$ cat config.mk
export PLATFORM = sky130hd
export DESIGN_NAME = alu_seq
export DESIGN_NICKNAME = d
export VERILOG_FILES = /design/src/rtl/alu_seq.sv
export SDC_FILE = /design/constraint.sdc
export NUM_CORES = 1
export LEC_CHECK = 0
export ABC_AREA = 1
export BUFFER_PORTS_ARGS = -buffer_cell sky130_fd_sc_hd__clkbuf_2
export CELL_PAD_IN_SITES_DETAIL_PLACEMENT = 1
export CELL_PAD_IN_SITES_GLOBAL_PLACEMENT = 1
export CORE_ASPECT_RATIO = 0.6
export CORE_MARGIN = 1
export CORE_UTILIZATION = 44
export DETAILED_ROUTE_END_ITERATION = 10
export HOLD_SLACK_MARGIN = 0.06
export PLACE_DENSITY_LB_ADDON = 0.1
export SLEW_MARGIN = 10
export SYNTH_ARGS = -nofsm -noshare
export SYNTH_HDL_FRONTEND = slang
export SYNTH_SLANG_ARGS = --single-unit
$ cat constraint.sdc
create_clock -name clk -period 2.3 [get_ports clk]
set_clock_uncertainty 0.1 [all_clocks]
set_input_delay 0.69 -clock clk [delete_from_list [all_inputs] [get_ports clk]]
set_output_delay 0.69 -clock clk [all_outputs]
set_load 0.02 [all_outputs]
$ cat src/rtl/alu_seq.sv
// alu_seq -- registered ALU with valid/ready handshakes on both sides.
//
// Op codes 0-7 are the legacy ALU set (pass A, add, sub, and, or, inc,
// dec, pass B). 8 is XOR, 9/10 are logical shifts by B[SHW-1:0], 11 is an
// unsigned multiply (low WIDTH bits), and 12-15 return zero.
// Single-cycle ops have a latency of one clock. The multiply is a WIDTH-cycle
// shift-add sequence.
//
// Build option:
//   ALU_SEQ_MUL_EN  defined   -> op 11 runs the iterative multiplier.
//                   undefined -> op 11 returns zero in one cycle, and no
//                                multiplier state is built.
//
// Ports:
//   clk, rst_n            clock, asynchronous active-low reset
//   in_valid/in_ready     operation handshake (Op_code, A, B)
//   out_valid/out_ready   result handshake (Y, flag_z/n/c/v)
//   flag_z  result is zero         flag_n  result MSB
//   flag_c  carry / no-borrow      flag_v  signed overflow
module alu_seq #(
  parameter int WIDTH = 32,
  parameter int SHW   = $clog2(WIDTH)
) (
  input  logic             clk,
  input  logic             rst_n,
  input  logic             in_valid,
  output logic             in_ready,
  input  logic [3:0]       Op_code,
  input  logic [WIDTH-1:0] A,
  input  logic [WIDTH-1:0] B,
  output logic             out_valid,
  input  logic             out_ready,
  output logic [WIDTH-1:0] Y,
  output logic             flag_z,
  output logic             flag_n,
  output logic             flag_c,
  output logic             flag_v
);

  localparam logic [3:0] OP_PASS_A = 4'd0;
  localparam logic [3:0] OP_ADD    = 4'd1;
  localparam logic [3:0] OP_SUB    = 4'd2;
  localparam logic [3:0] OP_AND    = 4'd3;
  localparam logic [3:0] OP_OR     = 4'd4;
  localparam logic [3:0] OP_INC    = 4'd5;
  localparam logic [3:0] OP_DEC    = 4'd6;
  localparam logic [3:0] OP_PASS_B = 4'd7;
  localparam logic [3:0] OP_XOR    = 4'd8;
  localparam logic [3:0] OP_SHL    = 4'd9;
  localparam logic [3:0] OP_SHR    = 4'd10;
  localparam logic [3:0] OP_MUL    = 4'd11;

  // ---------------------------------------------------------------------------
  // Single-cycle datapath
  // ---------------------------------------------------------------------------
  // All four arithmetic ops share one adder: A + add_b + add_cin.
  // Subtraction uses ~operand + 1, so the carry out is the "no borrow" flag.
  logic [WIDTH-1:0] add_b;
  logic             add_cin;
  logic [WIDTH:0]   add_sum;
  logic             add_v;

  always_comb begin
    add_b   = B;
    add_cin = 1'b0;
    unique case (Op_code)
      OP_SUB: begin
        add_b   = ~B;
        add_cin = 1'b1;
      end
      OP_INC: begin
        add_b   = WIDTH'(1);
        add_cin = 1'b0;
      end
      OP_DEC: begin
        add_b   = ~WIDTH'(1);
        add_cin = 1'b1;
      end
      default: begin
        add_b   = B;
        add_cin = 1'b0;
      end
    endcase
  end

  assign add_sum = {1'b0, A} + {1'b0, add_b} + (WIDTH + 1)'(add_cin);
  // Overflow: both addends share a sign and the sum's sign differs from it.
  assign add_v   = (A[WIDTH-1] == add_b[WIDTH-1]) &&
                   (add_sum[WIDTH-1] != A[WIDTH-1]);

  logic [WIDTH-1:0] alu_y;
  logic             alu_c;
  logic             alu_v;

  always_comb begin
    alu_y = '0;
    alu_c = 1'b0;
    alu_v = 1'b0;
    case (Op_code)
      OP_PASS_A: alu_y = A;
      OP_ADD, OP_SUB, OP_INC, OP_DEC: begin
        alu_y = add_sum[WIDTH-1:0];
        alu_c = add_sum[WIDTH];
        alu_v = add_v;
      end
      OP_AND:    alu_y = A & B;
      OP_OR:     alu_y = A | B;
      OP_PASS_B: alu_y = B;
      OP_XOR:    alu_y = A ^ B;
      OP_SHL:    alu_y = A << B[SHW-1:0];
      OP_SHR:    alu_y = A >> B[SHW-1:0];
      // Op 11 (when the multiplier is absent) and 12-15 return zero.
      default:   alu_y = '0;
    endcase
  end

  logic in_fire;
  logic load_alu;
  logic load_mul;
  logic [WIDTH-1:0] mul_y;

`ifdef ALU_SEQ_MUL_EN
  // ---------------------------------------------------------------------------
  // Iterative multiplier: one partial product per cycle, LSB of B first.
  // ---------------------------------------------------------------------------
  typedef enum logic {
    ST_IDLE = 1'b0,
    ST_MUL  = 1'b1
  } state_t;

  localparam logic [SHW-1:0] CNT_LAST = SHW'(WIDTH - 1);

  state_t           state_reg, state_next;
  logic [WIDTH-1:0] mul_a_reg;
  logic [WIDTH-1:0] mul_b_reg;
  logic [WIDTH-1:0] acc_reg;
  logic [SHW-1:0]   cnt_reg;
  logic [WIDTH-1:0] mul_addend;
  logic [WIDTH-1:0] acc_next;
  logic             mul_start;
  logic             mul_step;
  logic             is_mul;

  // Partial product of the shifted multiplicand with the current multiplier bit.
  for (genvar gi = 0; gi < WIDTH; gi++) begin : g_pp
    assign mul_addend[gi] = mul_a_reg[gi] & mul_b_reg[0];
  end

  assign acc_next = acc_reg + mul_addend;
  assign is_mul   = (Op_code == OP_MUL);
  assign in_ready = rst_n && (state_reg == ST_IDLE) && (!out_valid || out_ready);
  assign in_fire  = in_valid && in_ready;
  assign load_alu = in_fire && !is_mul;
  assign mul_y    = acc_next;

  always_comb begin
    state_next = state_reg;
    mul_start  = 1'b0;
    mul_step   = 1'b0;
    load_mul   = 1'b0;
    case (state_reg)
      ST_IDLE: begin
        if (in_fire && is_mul) begin
          mul_start  = 1'b1;
          state_next = ST_MUL;
        end
      end
      ST_MUL: begin
        // The final step must deposit into the output register, so it is held
        // back while an older result is still waiting to be consumed.
        if ((cnt_reg != CNT_LAST) || !out_valid || out_ready) begin
          mul_step = 1'b1;
          if (cnt_reg == CNT_LAST) begin
            load_mul   = 1'b1;
            state_next = ST_IDLE;
          end
        end
      end
      default: state_next = ST_IDLE;
    endcase
  end

  always_ff @(posedge clk or negedge rst_n) begin
    if (!rst_n) begin
      state_reg <= ST_IDLE;
    end else begin
      state_reg <= state_next;
    end
  end

  always_ff @(posedge clk or negedge rst_n) begin
    if (!rst_n) begin
      mul_a_reg <= '0;
      mul_b_reg <= '0;
      acc_reg   <= '0;
      cnt_reg   <= '0;
    end else if (mul_start) begin
      mul_a_reg <= A;
      mul_b_reg <= B;
      acc_reg   <= '0;
      cnt_reg   <= '0;
    end else if (mul_step) begin
      mul_a_reg <= mul_a_reg << 1;
      mul_b_reg <= mul_b_reg >> 1;
      acc_reg   <= acc_next;
      cnt_reg   <= cnt_reg + SHW'(1);
    end
  end
`else
  assign in_ready = rst_n && (!out_valid || out_ready);
  assign in_fire  = in_valid && in_ready;
  assign load_alu = in_fire;
  assign load_mul = 1'b0;
  assign mul_y    = '0;
`endif

  // ---------------------------------------------------------------------------
  // Output register. A new result wins over a drain in the same cycle.
  // ---------------------------------------------------------------------------
  always_ff @(posedge clk or negedge rst_n) begin
    if (!rst_n) begin
      out_valid <= 1'b0;
      Y         <= '0;
      flag_z    <= 1'b0;
      flag_n    <= 1'b0;
      flag_c    <= 1'b0;
      flag_v    <= 1'b0;
    end else if (load_alu) begin
      out_valid <= 1'b1;
      Y         <= alu_y;
      flag_z    <= (alu_y == '0);
      flag_n    <= alu_y[WIDTH-1];
      flag_c    <= alu_c;
      flag_v    <= alu_v;
    end else if (load_mul) begin
      out_valid <= 1'b1;
      Y         <= mul_y;
      flag_z    <= (mul_y == '0);
      flag_n    <= mul_y[WIDTH-1];
      flag_c    <= 1'b0;
      flag_v    <= 1'b0;
    end else if (out_valid && out_ready) begin
      out_valid <= 1'b0;
    end
  end

endmodule

==> results of run 1 <==
[synthesized netlist by cell type, types with 11 or more instances]
| cell | number | area (um^2) |
|---|---|---|
| buf_2 | 37 | 185 |
| nand4_1 | 15 | 93.8 |
| o21ai_0 | 96 | 480 |
| ha_1 | 96 | 1200 |
| clkbuf_1 | 25 | 93.8 |
| nor2_1 | 197 | 739 |
| a21oi_1 | 27 | 135 |
| o21ai_1 | 21 | 105 |
| nor3_1 | 17 | 85.1 |
| nand2_1 | 572 | 2150 |
| o22ai_1 | 11 | 68.8 |
| o211ai_1 | 12 | 90.1 |
| nand3_1 | 409 | 2050 |
| inv_1 | 206 | 773 |
| buf_1 | 13 | 48.8 |
| dfrtp_1 | 36 | 901 |
[per-stage QoR]
step / util, % / hold slack (ps) / std cells / setup WS (ps) / TNS (ps)
floorplan: - / 294 / 1876 / -889 / -19110
detailed placement: 60.9 / 364 / 2548 / -1820 / -47770
global placement: 60.9 / 358 / 2548 / -1700 / -40210
[cell families after synthesis]
logic type               synth area share, %
buffers and inverters                   12.9
flip-flops                              9.10
XOR/XNOR                              0.0885
AND/OR/NAND/NOR                         55.5
adder cells (fa/ha/maj)                 12.5
AO/OA/AOI/OAI                           9.88
==> key figures, run 1 <==
Run status
  • Status: did not finish
  • Fail Step: clock tree synthesis (4_1_cts)
  • Error msg: [ERROR DPL-0033] detailed placement checks failed during check placement.

Clock network
  • Clk sinks: 36
  • # hold bufs at CTS: 0
  • Post_cts resized: about 270
  • Post CTS Setup Buffer Count: 36
  • Root Driver: clkbuf_16
  • Clock tree buffer depth: 2
  • CTS buffer count: 5
  • H-tree levels: 2

Floorplanning
  • Num rows: 42
  • # IOs: 110
  • Die H: between 100 and 150 um
  • Die W: just under 200 um
  • Initial Util: ~45%

Placement
  • Port Buf Inserts: between 100 and 150
  • GPL Wtd Cong: roughly 1.1
  • DP Area: 13400 um^2
  • Post-DP HPWL: slightly above 50000 um

Synthesis
  • Synth warn: 0
  • Syn nets: ~2000
  • Synth Register Bits: 36
  • Post-synth EDFFs: 0
  • Sequential fraction of the synthesis area: under 10%
  • Yosys cell types: 42
  • Post-Syn Area: slightly below 10000 um^2
  • Syn Area/Cell: about 5.3 um^2
  • Ys async rst share: 100%
  • Syn Inst Count: ~1900
  • Synth Flop Type: dfrtp_1
==> inputs of run 2 (changes only) <==
==> config.mk (replaced) <==
export PLATFORM = sky130hd
export DESIGN_NAME = alu_seq
export DESIGN_NICKNAME = d
export VERILOG_FILES = /design/src/rtl/alu_seq.sv
export SDC_FILE = /design/constraint.sdc
export NUM_CORES = 1
export LEC_CHECK = 0
export ABC_AREA = 1
export BUFFER_PORTS_ARGS = -buffer_cell sky130_fd_sc_hd__clkbuf_2
export CORE_MARGIN = 1
export CORE_UTILIZATION = 40
export DETAILED_ROUTE_END_ITERATION = 10
export PLACE_DENSITY_LB_ADDON = 0.15
export SLEW_MARGIN = 10
export SYNTH_ARGS = -nofsm -noshare
export SYNTH_HDL_FRONTEND = slang
export SYNTH_SLANG_ARGS = --single-unit
==> key figures, run 2 <==
STA
  • Tightest Pin Transition: ~680 ps
  • Max_slew headroom: between 50% and 60%
  • Final setup viols: 35
  • Minimum clock period: 3480 ps
  • RSZ-0062 raised after global routing: yes
  • Fin worst setup slack: -1180 ps
  • Fin crit share: 151%
  • Max Slew Vio Count: 0
  • Fmax: 0.288 GHz
  • Final Hold Fails: 0
  • Hold_ws: 361 ps

Power
  • P_leak: between 8 and 9 nW
  • Pwr dens: approximately 380 nW/um^2
  • Worst vdd ir: 0.395 mV

Cells and area
  • Number of flip-flops in the largest register: 32
  • Final #Nets: between 2000 and 2500
  • Top reg by flops: Y
  • Final Core Density: between 60% and 70%
  • Final cell count without fillers: ~2600
  • Number of fill cells: 2300
  • ANT cells: 0
  • Most common cell after layout, fill and taps aside: nand2_1
  • Share of layout cells above drive strength 1: between 30 and 40%
  • P&R area growth vs syn: 57.2%
  • Commonest non-fill, non-tap cells in the layout: nand2_1 (434), nand3_1 (368), buf_4 (322)

Clock network
  • Worst skew pair latency: 280 ps
  • H-tree levels: 2 (unchanged)
  • Clock slew at reported path FFs: ~60 ps
  • Root Driver: clkbuf_16
  • CTS tree: built
  • Clk sinks: 36 (unchanged)
  • CTS buffer count: 5 (unchanged)
  • # hold bufs at CTS: 0 (unchanged)
  • Clock tree buffer depth: 2 (unchanged)

Detailed routing
  • TritonRoute pass-1 iters: 6
  • Final antenna-violating net count: 0
  • Drt initial violations: about 1700
  • Total Wirelength: about 50000 um
  • Wire per inst: roughly 19 um
  • Vias per Instance: around 5.5
  • DR DRC count: 0
  • Routed vias: approximately 14000

Critical path
  • Crit-path max FO: 6
  • R2r startpoint: out_valid$_DFFE_PN0P_
  • CP Capture Type: register
  • Critical Path End: flag_z$_DFFE_PN0P_
  • CP required: 2420 ps
  • CP Launch Point: Op_code[1]
  • Crit Path Class: in -> reg
  • Reg2Reg Setup Slack: a little over 600 ps
  • Reg2reg end: flag_v$_DFFE_PN0P_
  • R2R cell count: 7
  • Data arrival time of the critical path: about 3600 ps
  • Crit start category: input pin

Synthesis
  • Synth Register Bits: 36 (unchanged)
  • Top cells by area, synth: nand2_1 (22%), nand3_1 (21%), ha_1 (12%), dfrtp_1 (9.1%), inv_1 (7.8%)
  • Synth warn: 0 (unchanged)
  • Post-Syn Area: 9900 um^2 (unchanged)
  • Ys async rst share: 100% (unchanged)
  • Most common cell in the netlist: nand2_1
  • Syn Inst Count: 1876 (unchanged)
  • Syn Area/Cell: 5.28 um^2 (unchanged)
  • Biggest area consumer among synthesized cells: nand2_1
  • Sequential fraction of the synthesis area: 9.10% (unchanged)
  • Syn nets: 2046 (unchanged)
  • Synth Flop Type: dfrtp_1
  • Share of the synthesized area in the top cell type: 21.7% (unchanged)
  • Post-synth EDFFs: 0 (unchanged)
  • Yosys cell types: 42 (unchanged)
  • Commonest cells post-synth: nand2_1 (572), nand3_1 (409), inv_1 (206)

Floorplanning
  • Core area: roughly 24000 um^2
  • Die Area: between 20000 and 30000 um^2
  • Die H: 159 um (+35%)
  • Initial Util: 40.7% (-4.1 points)
  • Num rows: 57 (+36%)
  • Die W: 159 um (-19%)
  • # IOs: 110 (unchanged)

Global routing
  • Vias in the first global route: 13000
  • Largest net degree at the start of global routing: a little over 70
  • Remaining Overflow, GRT: 0
  • GRT Total Usage: between 30% and 40%
  • First-pass GRT wire length: ~74000 um
  • Initial antenna violation count: 0

Placement
  • Port Buf Inserts: 109 (unchanged)
  • Post-DP HPWL: 40200 um (-23%)
  • Placed Instances: 2565 (+0.67%)
  • GPL Wtd Cong: 1.03 (-5.9%)

Hold path
  • Hold crit path type: in -> async

Flow run
  • Max-cap check violation count: 0

Run status
  • Failing checks: negative setup slack
  • Status: finished with violations
[run 2: cell counts after synthesis]
Identical to the previous run, type by type.
[run 2: routing by layer]
metal	vias to the layer above	routed length, um	GRT usage [%]
li1	6957	-	-
met1	6771	22600	54.4
met2	635	22600	59.3
met3	84	4080	4.22
met4	0	1620	8.96
met5	-	0	0
[run 2: kinds of logic (layout without fill, tap and decap cells)]
group | after synthesis | after routing | share of synthesized area, %
compound gates | 180 | 180 | 9.88
fa+ha+maj | 98 | 98 | 12.5
simple gates | 1255 | 1255 | 55.5
xor+xnor | 1 | 1 | 0.0885
flops | 36 | 36 | 9.10
buf+inv | 306 | 714 | 12.9
[run 2: worst min-delay path by stage]
stage,startpoint,to,slack [ps],cells after the start
2_1_floorplan,rst_n,Y[0]$_DFFE_PN0P_,290,0
3_3_place_gp,Y[28]$_DFFE_PN0P_,Y[28]$_DFFE_PN0P_,360,2
3_5_place_dp,Y[28]$_DFFE_PN0P_,Y[28]$_DFFE_PN0P_,360,2
4_1_cts,rst_n,out_valid$_DFFE_PN0P_,380,2
5_1_grt,Y[23]$_DFFE_PN0P_,Y[23]$_DFFE_PN0P_,390,2
6_report,rst_n,out_valid$_DFFE_PN0P_,360,2
[run 2: metrics by stage]
stage / worst slack, ps / total power (W) / TNS (ps) / area [um^2]
final: -1180 / 0.00594 / -28960 / 15600
after global routing: -1290 / 0.00628 / -32100 / 15600
after CTS: -1040 / 0.00529 / -25880 / 14200
after detailed placement: -1760 / 0.00421 / -42570 / 13300
after global placement: -1730 / 0.00419 / -41060 / 13300
after floorplan: -889 / 0.00266 / -19110 / 10200
[run 2: worst max-delay path, cell delays in order]
cell and delay [ps]:
clkbuf_16 120, inv_12 30, nor2_4 80, inv_2 50
nor2_4 140, buf_6 120, a31oi_4 40, inv_4 130
clkbuf_16 180, o21ai_4 60, ha_4 290, buf_6 120
nand2_1 50, nor2_1 160, nand3_2 150, nand3_4 130
a21oi_2 70, o21ai_2 60, buf_6 130, o211ai_1 190
nor2_1 180, nand2_1 80, nor2_2 160, nand3_1 110
nand2_1 80
[run 2: power by group]
part / total [W] / internal (W) / switching (W)
logic: 0.00435 / 0.00179 / 0.00256
registers: 0.000830 / 0.000756 / 0.0000741
clock network: 0.000768 / 0.000509 / 0.000258
total: 0.00594 / 0.00305 / 0.00289
[run 2: final cells by class]
class	count	area (um^2)	share of cell area, %
Sequential cell	36	901	5.79
Timing Repair Buffer	489	3740	24.1
Inverter	217	830	5.33
Tap cell	324	405	2.61
Multi-Input combinational cell	1534	9520	61.2
Clock inverter	2	35.0	0.225
Clock buffer	6	129	0.828
[run 2: what timing repair did]
item,in CTS,in global routing
cloned,1,2
endpoints found under the hold margin,0,0
pin swaps,46,161
resized for setup,162,318
setup endpoints to repair,35,35
buffers inserted,29,19
(Power assumes the default switching activity.)
